[src/rtl/ar_pkg.sv]
// ============================================================================
// Module   : ar_pkg
// Brief    : Shared constants and state encoding for the product accumulator.
// Revision : 1.0 - initial release
// ============================================================================
`default_nettype none

package ar_pkg;

    localparam int PROD_W        = 64;
    localparam int GUARD_DEFAULT = 8;
    localparam int CNT_W_DEFAULT = 16;

    typedef enum logic [1:0] {
        IDLE  = 2'd0,
        ACCUM = 2'd1,
        HOLD  = 2'd2
    } ar_state_t;

endpackage

`default_nettype wire

[src/rtl/ar_acc_add.sv]
// ============================================================================
// Module   : ar_acc_add
// Brief    : Accumulator adder with carry-out detection; optional clamping
//            selected by macro AR_ACC_SAT_EN (undefined -> modulo wrap).
// Revision : 1.0 - initial release
// ============================================================================
`default_nettype none

module ar_acc_add
    import ar_pkg::*;
#(
    parameter int GUARD = GUARD_DEFAULT
) (
    input  logic [PROD_W+GUARD-1:0] i_acc,
    input  logic [PROD_W-1:0]       i_prod,
    input  logic                    i_ovf,
    input  logic                    i_load,
    output logic [PROD_W+GUARD-1:0] o_sum,
    output logic                    o_ovf
);

    localparam int ACC_W = PROD_W + GUARD;

    logic [ACC_W:0] w_full;
    logic           w_carry;

    assign w_full  = {1'b0, i_acc} + {{(GUARD + 1){1'b0}}, i_prod};
    assign w_carry = w_full[ACC_W];

    always_comb begin
        o_sum = w_full[ACC_W-1:0];
        o_ovf = i_ovf | w_carry;
        if (i_load) begin
            // First term of a sum: no history, so overflow restarts clear.
            o_sum = {{GUARD{1'b0}}, i_prod};
            o_ovf = 1'b0;
        end else begin
`ifdef AR_ACC_SAT_EN
            // Once clamped, the sum stays pinned for the rest of the sum.
            if (i_ovf | w_carry) begin
                o_sum = '1;
            end
`endif
        end
    end

endmodule

`default_nettype wire

[src/rtl/ar_acc_64.sv]
// ============================================================================
// Module   : ar_acc_64
// Brief    : Valid/ready accumulator of 64-bit products into framed sums.
//            Optional macro AR_ACC_SAT_EN clamps the sum on overflow.
// Revision : 1.0 - initial release
// ============================================================================
`default_nettype none

module ar_acc_64
    import ar_pkg::*;
#(
    parameter int GUARD = GUARD_DEFAULT,
    parameter int CNT_W = CNT_W_DEFAULT
) (
    input  logic                    clk,
    input  logic                    rst,
    input  logic [PROD_W-1:0]       in_prod,
    input  logic                    in_valid,
    input  logic                    in_last,
    output logic                    in_ready,
    output logic [PROD_W+GUARD-1:0] out_sum,
    output logic [CNT_W-1:0]        out_cnt,
    output logic                    out_ovf,
    output logic                    out_valid,
    input  logic                    out_ready
);

    localparam int ACC_W = PROD_W + GUARD;

    ar_state_t          r_state;
    ar_state_t          w_state_nxt;
    logic [ACC_W-1:0]   r_acc;
    logic [CNT_W-1:0]   r_cnt;
    logic               r_ovf;
    logic [ACC_W-1:0]   r_out_sum;
    logic [CNT_W-1:0]   r_out_cnt;
    logic               r_out_ovf;

    logic               w_xfer_in;
    logic               w_load;
    logic [ACC_W-1:0]   w_acc_nxt;
    logic               w_ovf_nxt;
    logic [CNT_W-1:0]   w_cnt_nxt;

    // HOLD only blocks new terms while the result is still unclaimed.
    assign in_ready  = (r_state != HOLD) | out_ready;
    assign w_xfer_in = in_valid & in_ready;
    assign w_load    = (r_state != ACCUM);

    ar_acc_add #(
        .GUARD (GUARD)
    ) u_add (
        .i_acc  (r_acc),
        .i_prod (in_prod),
        .i_ovf  (r_ovf),
        .i_load (w_load),
        .o_sum  (w_acc_nxt),
        .o_ovf  (w_ovf_nxt)
    );

    always_comb begin
        w_cnt_nxt = r_cnt + 1'b1;
        if (w_load) begin
            w_cnt_nxt = {{(CNT_W - 1){1'b0}}, 1'b1};
        end else if (&r_cnt) begin
            w_cnt_nxt = r_cnt;
        end
    end

    always_ff @(posedge clk or posedge rst) begin
        if (rst) begin
            r_state <= IDLE;
        end else begin
            r_state <= w_state_nxt;
        end
    end

    always_comb begin
        w_state_nxt = r_state;
        if (w_xfer_in) begin
            w_state_nxt = in_last ? HOLD : ACCUM;
        end else if ((r_state == HOLD) && out_ready) begin
            w_state_nxt = IDLE;
        end
    end

    always_ff @(posedge clk or posedge rst) begin
        if (rst) begin
            r_acc     <= '0;
            r_cnt     <= '0;
            r_ovf     <= 1'b0;
            r_out_sum <= '0;
            r_out_cnt <= '0;
            r_out_ovf <= 1'b0;
        end else if (w_xfer_in) begin
            r_acc <= w_acc_nxt;
            r_cnt <= w_cnt_nxt;
            r_ovf <= w_ovf_nxt;
            if (in_last) begin
                r_out_sum <= w_acc_nxt;
                r_out_cnt <= w_cnt_nxt;
                r_out_ovf <= w_ovf_nxt;
            end
        end
    end

    assign out_sum   = r_out_sum;
    assign out_cnt   = r_out_cnt;
    assign out_ovf   = r_out_ovf;
    assign out_valid = (r_state == HOLD);

endmodule

`default_nettype wire

[config.mk]
export PLATFORM = sky130hd
export DESIGN_NAME = ar_acc_64
export DESIGN_NICKNAME = d
export VERILOG_FILES = /design/src/rtl/ar_pkg.sv /design/src/rtl/ar_acc_add.sv /design/src/rtl/ar_acc_64.sv
export SDC_FILE = /design/constraint.sdc
export NUM_CORES = 1
export LEC_CHECK = 0
export BUFFER_PORTS_ARGS = -buffer_cell sky130_fd_sc_hd__buf_2
export CORE_MARGIN = 2
export CORE_UTILIZATION = 30
export CTS_CLUSTER_DIAMETER = 100
export DETAILED_ROUTE_END_ITERATION = 7
export GPL_TIMING_DRIVEN = 1
export SLEW_MARGIN = 0
export SYNTH_ARGS = -nofsm -noshare
export SYNTH_HDL_FRONTEND = slang
export SYNTH_SLANG_ARGS = --single-unit
[constraint.sdc]
create_clock -name clk -period 5 [get_ports clk]
set_input_delay 0.5 -clock clk [delete_from_list [all_inputs] [get_ports clk]]
set_output_delay 0.5 -clock clk [all_outputs]
set_load 0.005 [all_outputs]
==> results of run 1 <==
==> power groups by stage <==
stage | sequential [mW] | clock (mW) | combinational, mW
after global placement | 2.02 | 0 | 2.72
after detailed placement | 2.03 | 0 | 2.73
after CTS | 2.01 | 1.39 | 2.75
after global routing | 2.05 | 1.43 | 3.11
final | 2.01 | 1.35 | 2.76
after floorplan | 2.00 | 0 | 1.97
==> registers in the layout (all words and copies together), names as in the netlist <==
| name | count |
|---|---|
| out_cnt | 16 |
| out_ovf | 1 |
| out_sum | 72 |
| r_acc | 72 |
| r_cnt | 16 |
| r_ovf | 1 |
| r_state | 2 |
==> worst max-delay path by stage <==
| stage | slack, ps | end | from | depth (start not counted) |
|---|---|---|---|---|
| global placement | 930 | out_sum[70] | in_prod[0] | 15 |
| CTS | 1090 | out_sum[70] | r_acc[0] | 14 |
| detailed placement | 860 | out_sum[70] | in_prod[0] | 15 |
| floorplan | 1640 | r_acc[65] | in_prod[27] | 12 |
| global route | 780 | out_sum[70] | r_acc[0] | 14 |
| finish | 1010 | out_sum[70] | r_acc[0] | 14 |
==> critical path, cell delays in order (launching register included) <==
cell and delay [ps]:
dfrtp_1 350, ha_1 170, inv_1 60, fa_1 380, nor2b_1 210, o2111ai_1 180, a211o_1 310, a21oi_1 240
o21ai_0 260, o21ai_0 600, nand4_1 330, a21oi_1 310, o21bai_1 150, xnor2_1 150, a22o_1 190
==> kinds of logic after synthesis <==
group                    after synthesis
XOR/XNOR                              78
multiplexers                          17
AND/OR/NAND/NOR                      455
AO/OA/AOI/OAI                        491
adder cells (fa/ha/maj)               66
buffers and inverters                104
flip-flops                           180
==> placed cells by master (no fill, tap or decap), types with 24 or more instances in the layout <==
master,instances
nand4_1,24
o21ai_0,185
nor2_1,102
dfrtp_1,180
a21oi_1,145
ha_1,65
xnor2_1,50
xor2_1,28
buf_2,159
a21o_1,45
nand2_1,234
==> routing by layer <==
metal  wire length [µm]  up-vias  GRT usage [%]
met5                 36        -              0
met4                464        6           5.08
met3               1710       36           3.61
met2              15900      235           27.9
met1              15600     4994           22.7
li1                   -     5141              -
==> layout make-up <==
class	count	share of cell area [%]
well taps	511	4.81
multi-input cells	1107	49.8
clock inverters	14	1.05
flip-flops and latches	180	33.9
clock buffers	18	3.23
repair buffers	167	6.54
inverters	21	0.622
==> through the flow <==
stage	setup WS [ps]	power [mW]	hold WS, ps	area [µm²]
global route	776	6.59	225	13300
detailed placement	858	4.77	463	12700
global placement	929	4.74	461	12700
finish	1010	6.11	165	13300
floorplan	1640	3.97	450	11500
CTS	1090	6.15	178	13300
==> impl_metrics.yaml, run 1 <==
clocking:
  cts_root_buf: "clkbuf_16"
  clk_pin_slew_ps: 80
  cts_tree: "yes"
  cts_hold_buf: 0
  insertion_delay_ps: 470
  numCtsBuffers: 17
  htree_num_levels: 4
  cts_post_setup_buffers_inserted: 0
  cts.sinks: 180
  ctsResizeCount: 0
  clk_path_buf_depth: 2
outcome:
  status: "completed"
timing:
  tns_ps: 0
  finalMaxSlewViolations: 0
  post-route-period-util_pct: 79.8
  max_slew_margin_pct: 43.3
  max_freq_mhz: 251
  finalHoldViolCount: 0
  clock_skew_ps: 13.4
  worst_pin_slew_ps: 850
  final-setup-viol-count: 0
  period_needed_ps: 3990
  rsz0062_at_grt: "false"
route:
  wirelength_um: 33700
  avgRoutedWirePerCell_um: 16.7
  vias: 10400
  drtAntennaViolNets: 0
  drt_iter0_drc: 640
  dr.pass1.iters: 5
  viasPerCell: 5.16
  drc: 0
logic_synthesis:
  syn_area_per_cell_um2: 8.27
  seq_area_frac_synth_pct: 39.2
  synth_compound_area_share_pct: 25.3
  netlist_instances: 1391
  synth_cell_types: 67
  synth_area_leaders: "dfrtp_1 39%, o21ai_0 8.1%, nand2_1 7.7%"
  ys_async_sr_fraction_pct: 100
  synth_edf_count: 0
  synth_simple_gate_area_share_pct: 17.3
  synthAdderAreaFrac_pct: 7.25
  yosysWarningCount: 0
  synth.most_common_cell: "nand2_1"
  synth_area_mm2: 0.0115
  synth-xor-area-share_pct: 5.94
  synth.area.mux_share_pct: 1.57
  netlist.area_leader.share_pct: 39.2
  synth_commonest_cells: "236 x nand2_1, 185 x o21ai_0, 180 x dfrtp_1"
  synth_top_area_cell: "dfrtp_1"
  synth_top_family_by_area: "compound AO/OA/AOI/OAI gates"
  ys_ff_latch: 180
  synth_top_flop_cell: "dfrtp_1"
  synth_nets: 1526
floorplanning:
  start_util_pct: 30.5
  ioPinCount: 160
  die_y_um: 200
  core_area_mm2: 0.0377
  dieArea_mm2: 0.0399
  die_w_um: 200
  rows: 71
setup_path:
  r2r_end: "out_sum[70]"
  startpoint_type: "flop"
  reg2reg_depth: 14
  cp.arrival_ps: 4350
  r2r_slack_ps: 1010
  worst_setup_path_end_kind: "flop"
  regToRegStartpoint: "r_acc[0]"
  worstPathRequired_ps: 5360
  worstPathMaxFanout: 4
  crit_type: "flop to flop"
global_route:
  antenna_found_initial: 3
  grtUsageTotal_pct: 17.1
  grt.overflow.total: 0
  grt_max_degree: 96
  grt_pass1_vias: 10100
  grt_pass1_wl_um: 54000
cells_and_area:
  antenna_cells: 0
  final_util_pct: 35.3
  final.fill_count: 3978
  fin_nets: 1629
  regArea_mm2: 0.00450
  instances_no_fill: 2018
  synthToLayoutAreaGrowth_pct: 15.5
  drive_gt1_share_pct: 15.5
  multi_input_area_mm2: 0.00662
pwr:
  vdd_drop_max_mv: 0.210
  p_sw_share_pct: 41.6
  power_frac_seq_pct: 32.8
  power_frac_clock_pct: 22.0
  pwr-share-comb_pct: 45.1
  p_int_mw: 3.57
  cellLeakagePower_nw: 6.16
  p_switching_mw: 2.54
  power_density_mw_per_mm2: 460
job:
  maxCapViolations: 0
placed_design:
  port_buffers: 159
  dp_hpwl_um: 24900
  gp_congestion: 0.905
  placedCellCount: 1986
worst_hold_path:
  hold_class: "input pin to async pin"
Power figures use the tool's default switching activity.
==> inputs of run 2 (changes only) <==
Settings changed: ABC_AREA set to 1.
Clock period 5 ns to 3.4 ns, I/O delays scaled along.
==> run 2 against run 1 <==
Effect of this change:
- critical path depth up 1
- non-clock buffer count increased by 9
- die area is 24% higher
- cell count rose by 52%
- wire length increased by 55%
- worst hold slack got worse by 120 ps
- global-route usage is 4.6 points higher
- critical path type unchanged
- highest routed layer is now met4
==> impl_metrics.yaml, run 2 <==
route:
  dr.pass1.iters: 7
  avgRoutedWirePerCell_um: 17.1
  viasPerCell: 4.81
  drc: 0
  wirelength_um: 52400
  drtAntennaViolNets: 0
  drt_iter0_drc: 1045
  vias: 14800
clocking:
  ctsResizeCount: 0
  numCtsBuffers: 17
  clk_pin_slew_ps: 90
  cts_post_setup_buffers_inserted: 0
  cts_root_buf: "clkbuf_16"
  cts_hold_buf: 0
  insertion_delay_ps: 500
  clk_path_buf_depth: 2
  htree_num_levels: 4
  cts_tree: "yes"
  cts.sinks: 180
logic_synthesis:
  seq_area_frac_synth_pct: 31.6
  synth.most_common_cell: "nand2_1"
  synth_nets: 2445
  syn_area_per_cell_um2: 6.18
  synth_cell_types: 40
  netlist_instances: 2310
  synth_area_mm2: 0.0143
  ys_ff_latch: 180
  synth_top_flop_cell: "dfrtp_1"
  netlist.area_leader.share_pct: 31.6
  yosysWarningCount: 0
  synth_top_area_cell: "dfrtp_1"
  synth_commonest_cells: "942 x nand2_1, 359 x inv_1, 194 x nand3_1"
  synth_edf_count: 0
  synth_area_leaders: "dfrtp_1 32%, nand2_1 25%, inv_1 9.4%"
  ys_async_sr_fraction_pct: 100
global_route:
  grt.overflow.total: 0
  antenna_found_initial: 0
  grt_max_degree: 69
  grt_pass1_wl_um: 82900
  grt_pass1_vias: 14500
  grtUsageTotal_pct: 21.7
setup_path:
  r2r_slack_ps: 580
  crit_type: "flop to flop"
  slowest_stage: "fa_1"
  cp_num_buf_inv: 1
  crit_top_cell: "nand2_1"
  cp_cell_sequence: "ha_1 > inv_1 > fa_1 > nor2_2 > nand2_1 > nand3_1 > nand3_1 > nand3_1 > nand2_1 > nand2_1 > nand2_1 > nand2_1 > nand2_1 > nand4_1 > nand2_1"
  worstPathRequired_ps: 3780
  slowest_delay_ps: 420
  regToRegStartpoint: "r_acc[0]"
  startpoint_type: "flop"
  worstPathMaxFanout: 3
  cp-startpoint: "r_acc[0]"
  cp.arrival_ps: 3200
  worst_setup_path_end_kind: "flop"
  crit_family: "simple AND/OR/NAND/NOR gates"
floorplanning:
  core_area_mm2: 0.0468
  dieArea_mm2: 0.0493
  start_util_pct: 30.5
  die_y_um: 222
  die_w_um: 222
  rows: 79
  ioPinCount: 160
timing:
  finalHoldViolCount: 0
  worst_pin_slew_ps: 1030
  post-route-period-util_pct: 82.9
  finalMaxSlewViolations: 0
  max_freq_mhz: 355
  final-setup-viol-count: 0
  clock_skew_ps: 24.1
  period_needed_ps: 2820
  rsz0062_at_grt: "false"
  tns_ps: 0
  max_slew_margin_pct: 31.4
placed_design:
  port_buffers: 159
  gp_congestion: 1.02
  dp_hpwl_um: 42500
  placedCellCount: 3037
cells_and_area:
  synthToLayoutAreaGrowth_pct: 15.0
  final_util_pct: 35.1
  layout.cells.most_common: "nand2_1"
  final.fill_count: 5196
  instances_no_fill: 3069
  antenna_cells: 0
  fin_nets: 2584
  drive_gt1_share_pct: 12.3
  layout_common_cells: "941 x nand2_1, 358 x inv_1, 194 x nand3_1, 180 x dfrtp_1, 159 x buf_2"
pwr:
  cellLeakagePower_nw: 9.32
  power_density_mw_per_mm2: 600
  vdd_drop_max_mv: 0.363
worst_hold_path:
  hold_class: "input pin to async pin"
job:
  maxCapViolations: 0
outcome:
  status: "completed"
==> run 2: cell types whose count changed after synthesis, moves of 19 or more <==
| cell | delta |
|---|---|
| xor2_1 | -26 |
| nand2_1 | +706 |
| inv_1 | +338 |
| o21ai_0 | -97 |
| a31oi_1 | -19 |
| nand3_1 | +171 |
| or2_2 | +35 |
| a21oi_1 | -78 |
| a21o_1 | -45 |
| nor2_1 | +22 |
| xnor2_1 | -20 |
| clkbuf_1 | -47 |
==> run 2: power breakdown <==
part           switching, mW  internal (mW)
clock network           1.09           1.01
registers              0.288           2.59
logic                   3.26           1.61
==> run 2: cell type report <==
class / count / area [µm²] / share of cell area [%]
repair buffers: 176 / 998 / 6.09
clock inverters: 14 / 159 / 0.969
well taps: 607 / 759 / 4.63
flip-flops and latches: 180 / 4500 / 27.5
multi-input cells: 1702 / 8150 / 49.6
clock buffers: 18 / 439 / 2.68
inverters: 372 / 1400 / 8.53
==> run 2: per-stage QoR <==
stage	hold WS (ps)	setup slack (ps)	power [mW]	area [µm²]
after floorplan	450	751	6.09	14300
after global placement	458	509	7.73	15800
after detailed placement	460	516	7.75	15800
after CTS	58.5	581	9.91	16400
after global routing	103	388	10.7	16400
final	40.8	582	9.85	16400
==> run 2: final timing paths <==
check | to | depth (start not counted)
worst min-delay path | r_acc[39] | 2
worst max register to register | out_sum[70] | 15
worst min register to register | out_sum[39] | 2
max in group asynchronous | r_acc[31] | 3
min in group clk | r_state[1] | 2
worst max-delay path | out_sum[70] | 15
==> run 2: logic make-up (layout without fill, tap and decap cells) <==
| group | count (synthesis) | count (layout) | share of synthesized area [%] |
|---|---|---|---|
| multiplexers | 1 | 1 | 0.0702 |
| adder cells (fa/ha/maj) | 66 | 66 | 5.84 |
| buffers and inverters | 428 | 580 | 11.5 |
| XOR/XNOR | 32 | 32 | 1.96 |
| flip-flops | 180 | 180 | 31.6 |
| AND/OR/NAND/NOR | 1399 | 1399 | 41.4 |
| AO/OA/AOI/OAI | 204 | 204 | 7.69 |
==> run 2: layer usage <==
metal | track usage, % | wire length, µm | share of wire, %
met4 | 6.43 | 1140 | 2.2
met3 | 3.68 | 2260 | 4.3
met1 | 29.4 | 25100 | 48
met5 | 0 | 0 | 0
met2 | 35.3 | 23900 | 46
==> inputs of run 3 (changes only) <==
Settings changed: ABC_AREA 1 to 0.
Clock period 3.4 ns to 2.9 ns, I/O delays scaled along.
==> run 3 against run 2 <==
Effect of this change:
- the flow now finishes with violations (hold timing, setup timing)
- utilization up 6.7 points
- combinational power up 38%
- design area down 4.0%
- global-route usage down 3.3 points
- power up 28%
- via count down 25%
- wire length down 31%
- worst hold slack worse by 78 ps
- highest routed layer unchanged
==> impl_metrics.yaml, run 3 (synthesized netlist as in run 1, its figures left out) <==
cells_and_area:
  final_cell_area_mm2: 0.0158
  synthToLayoutAreaGrowth_pct: 37.0
  drive_gt1_share_pct: 32.5
  layout_common_cells: "230 x nand2_1, 180 x dfrtp_1, 176 x buf_4, 159 x buf_2, 124 x o21ai_0"
  layout.cells.most_common: "nand2_1"
  final.fill_count: 3833
  fin_nets: 1814
route:
  avgRoutedWirePerCell_um: 16.5
  vias: 11100
  wl_met2_um: 17200
  routed-wl-met3_um: 1400
  viasPerCell: 5.02
  dr.pass1.iters: 5
  drc: 0
  drt_iter0_drc: 624
  drtAntennaViolNets: 0
  highest_layer: "met4"
  wirelength_um: 36400
  met1_length_um: 17400
clocking:
  clk_path_buf_depth: 2
  numCtsBuffers: 17
  clk_pin_slew_ps: 80
  cts.sinks: 180
  htree_num_levels: 4
  insertion_delay_ps: 460
  cts_tree: "yes"
  cts_root_buf: "clkbuf_16"
global_route:
  antenna_found_initial: 1
  grt.overflow.total: 0
  grtUsageTotal_pct: 18.4
  grt_max_degree: 97
  grt_pass1_wl_um: 57900
  grt_pass1_vias: 11100
setup_path:
  worstPathMaxFanout: 4
  cp.arrival_ps: 3640
  reg2reg_depth: 12
  r2r_end: "r_acc[69]"
  regToRegStartpoint: "r_acc[29]"
  endpoint: "r_acc[69]"
  r2r_slack_ps: -340
  slowest_stage: "or4_4"
  worst_setup_path_end_kind: "flop"
  cp-startpoint: "r_acc[29]"
  cp_cell_sequence: "ha_4 > and3_4 > nand2_2 > or4_4 > nor3_4 > a211oi_4 > o41ai_4 > a41o_2 > a41o_4 > o211ai_2 > or3_1 > nand3_1"
  slowest_delay_ps: 520
  worstPathRequired_ps: 3300
  startpoint_type: "flop"
  crit_type: "flop to flop"
floorplanning:
  start_util_pct: 30.5
  rows: 71
  die_w_um: 200
  ioPinCount: 160
  core_area_mm2: 0.0377
  dieArea_mm2: 0.0399
  die_y_um: 200
placed_design:
  place_area_mm2: 0.0141
  port_buffers: 159
  pre_cts_ws_ps: -619
  gp_congestion: 0.905
  dp_hpwl_um: 26700
timing:
  fin_ws_ps: -344
  post-route-period-util_pct: 112
  finalMaxSlewViolations: 0
  worst_pin_slew_ps: 672
  period_needed_ps: 3240
  finalHoldViolCount: 17
  max_slew_margin_pct: 55.2
  rsz0062_at_grt: "true"
  tns_ps: -11540
  final-setup-viol-count: 64
  clock_skew_ps: 16.9
  fin_hold_ws_ps: -37.7
  max_freq_mhz: 308
outcome:
  status: "finished with violations"
  violations: "hold timing, setup timing"
pwr:
  power_density_mw_per_mm2: 797
  cellLeakagePower_nw: 7.28
  vdd_drop_max_mv: 0.434
  total_power_mw: 12.6
worst_hold_path:
  hold_class: "input pin to async pin"
job:
  maxCapViolations: 0
-- run 3: changes by cell type in the layout (fill, tap and decap cells not counted), sizes merged, moves of 37 or more --
cell,before,now
inv,377,26
buf,176,352
o21ai,108,192
a21oi,67,145
nand2,954,237
or2,41,4
nand3,200,23
a21o,0,45
-- run 3: layer usage --
metal  track usage, %  vias up
met1             24.6     5319
met5                0        -
met2             30.4      200
met3             3.97       23
met4             4.14        0
li1                 -     5514
-- run 3: what timing repair did --
item	CTS	global route
setup endpoints to repair	88	106
endpoints found under the hold margin	0	0
gates resized for setup	116	104
setup buffers	12	11
hold buffers	0	0
pin swaps	49	49
-- run 3: report_power, final --
part	switching [mW]	internal, mW
Sequential	0.412	3.09
Combinational	3.49	3.24
Clock	1.12	1.19
-- run 3: worst min-delay path by stage --
stage	from	endpoint	slack, ps	cells past startpoint
after global routing	rst	out_cnt[8]	4	3
after detailed placement	out_cnt[7]	out_cnt[7]	470	2
after floorplan	in_valid	r_state[1]	430	1
after global placement	out_cnt[5]	out_cnt[5]	460	2
final	rst	out_cnt[8]	-40	3
after CTS	rst	out_cnt[8]	8	3
-- run 3: critical path, delay by kind of cell, from the launching register on --
family,cells,cell delay [ps]
compound gates,5,1140
fa+ha+maj,1,280
flops,1,410
simple gates,6,1330
-- run 3: stage by stage --
stage | util [%] | cells
6_report | 41.8 | 2202
5_1_grt | 41.8 | 2202
2_1_floorplan | - | 1391
4_1_cts | 40.4 | 2191
3_3_place_gp | 37.5 | 2151
3_5_place_dp | 37.5 | 2151
-- run 3: cell type report --
type                    instances  area, µm²  share of cell area, %
repair buffers                352       2340                   14.9
well taps                     511        639                   4.06
inverters                      21       82.6                  0.524
clock inverters                12        121                  0.770
diodes                          1       2.50                 0.0159
flip-flops and latches        180       4500                   28.6
clock buffers                  18        429                   2.72
multi-input cells            1107       7630                   48.4
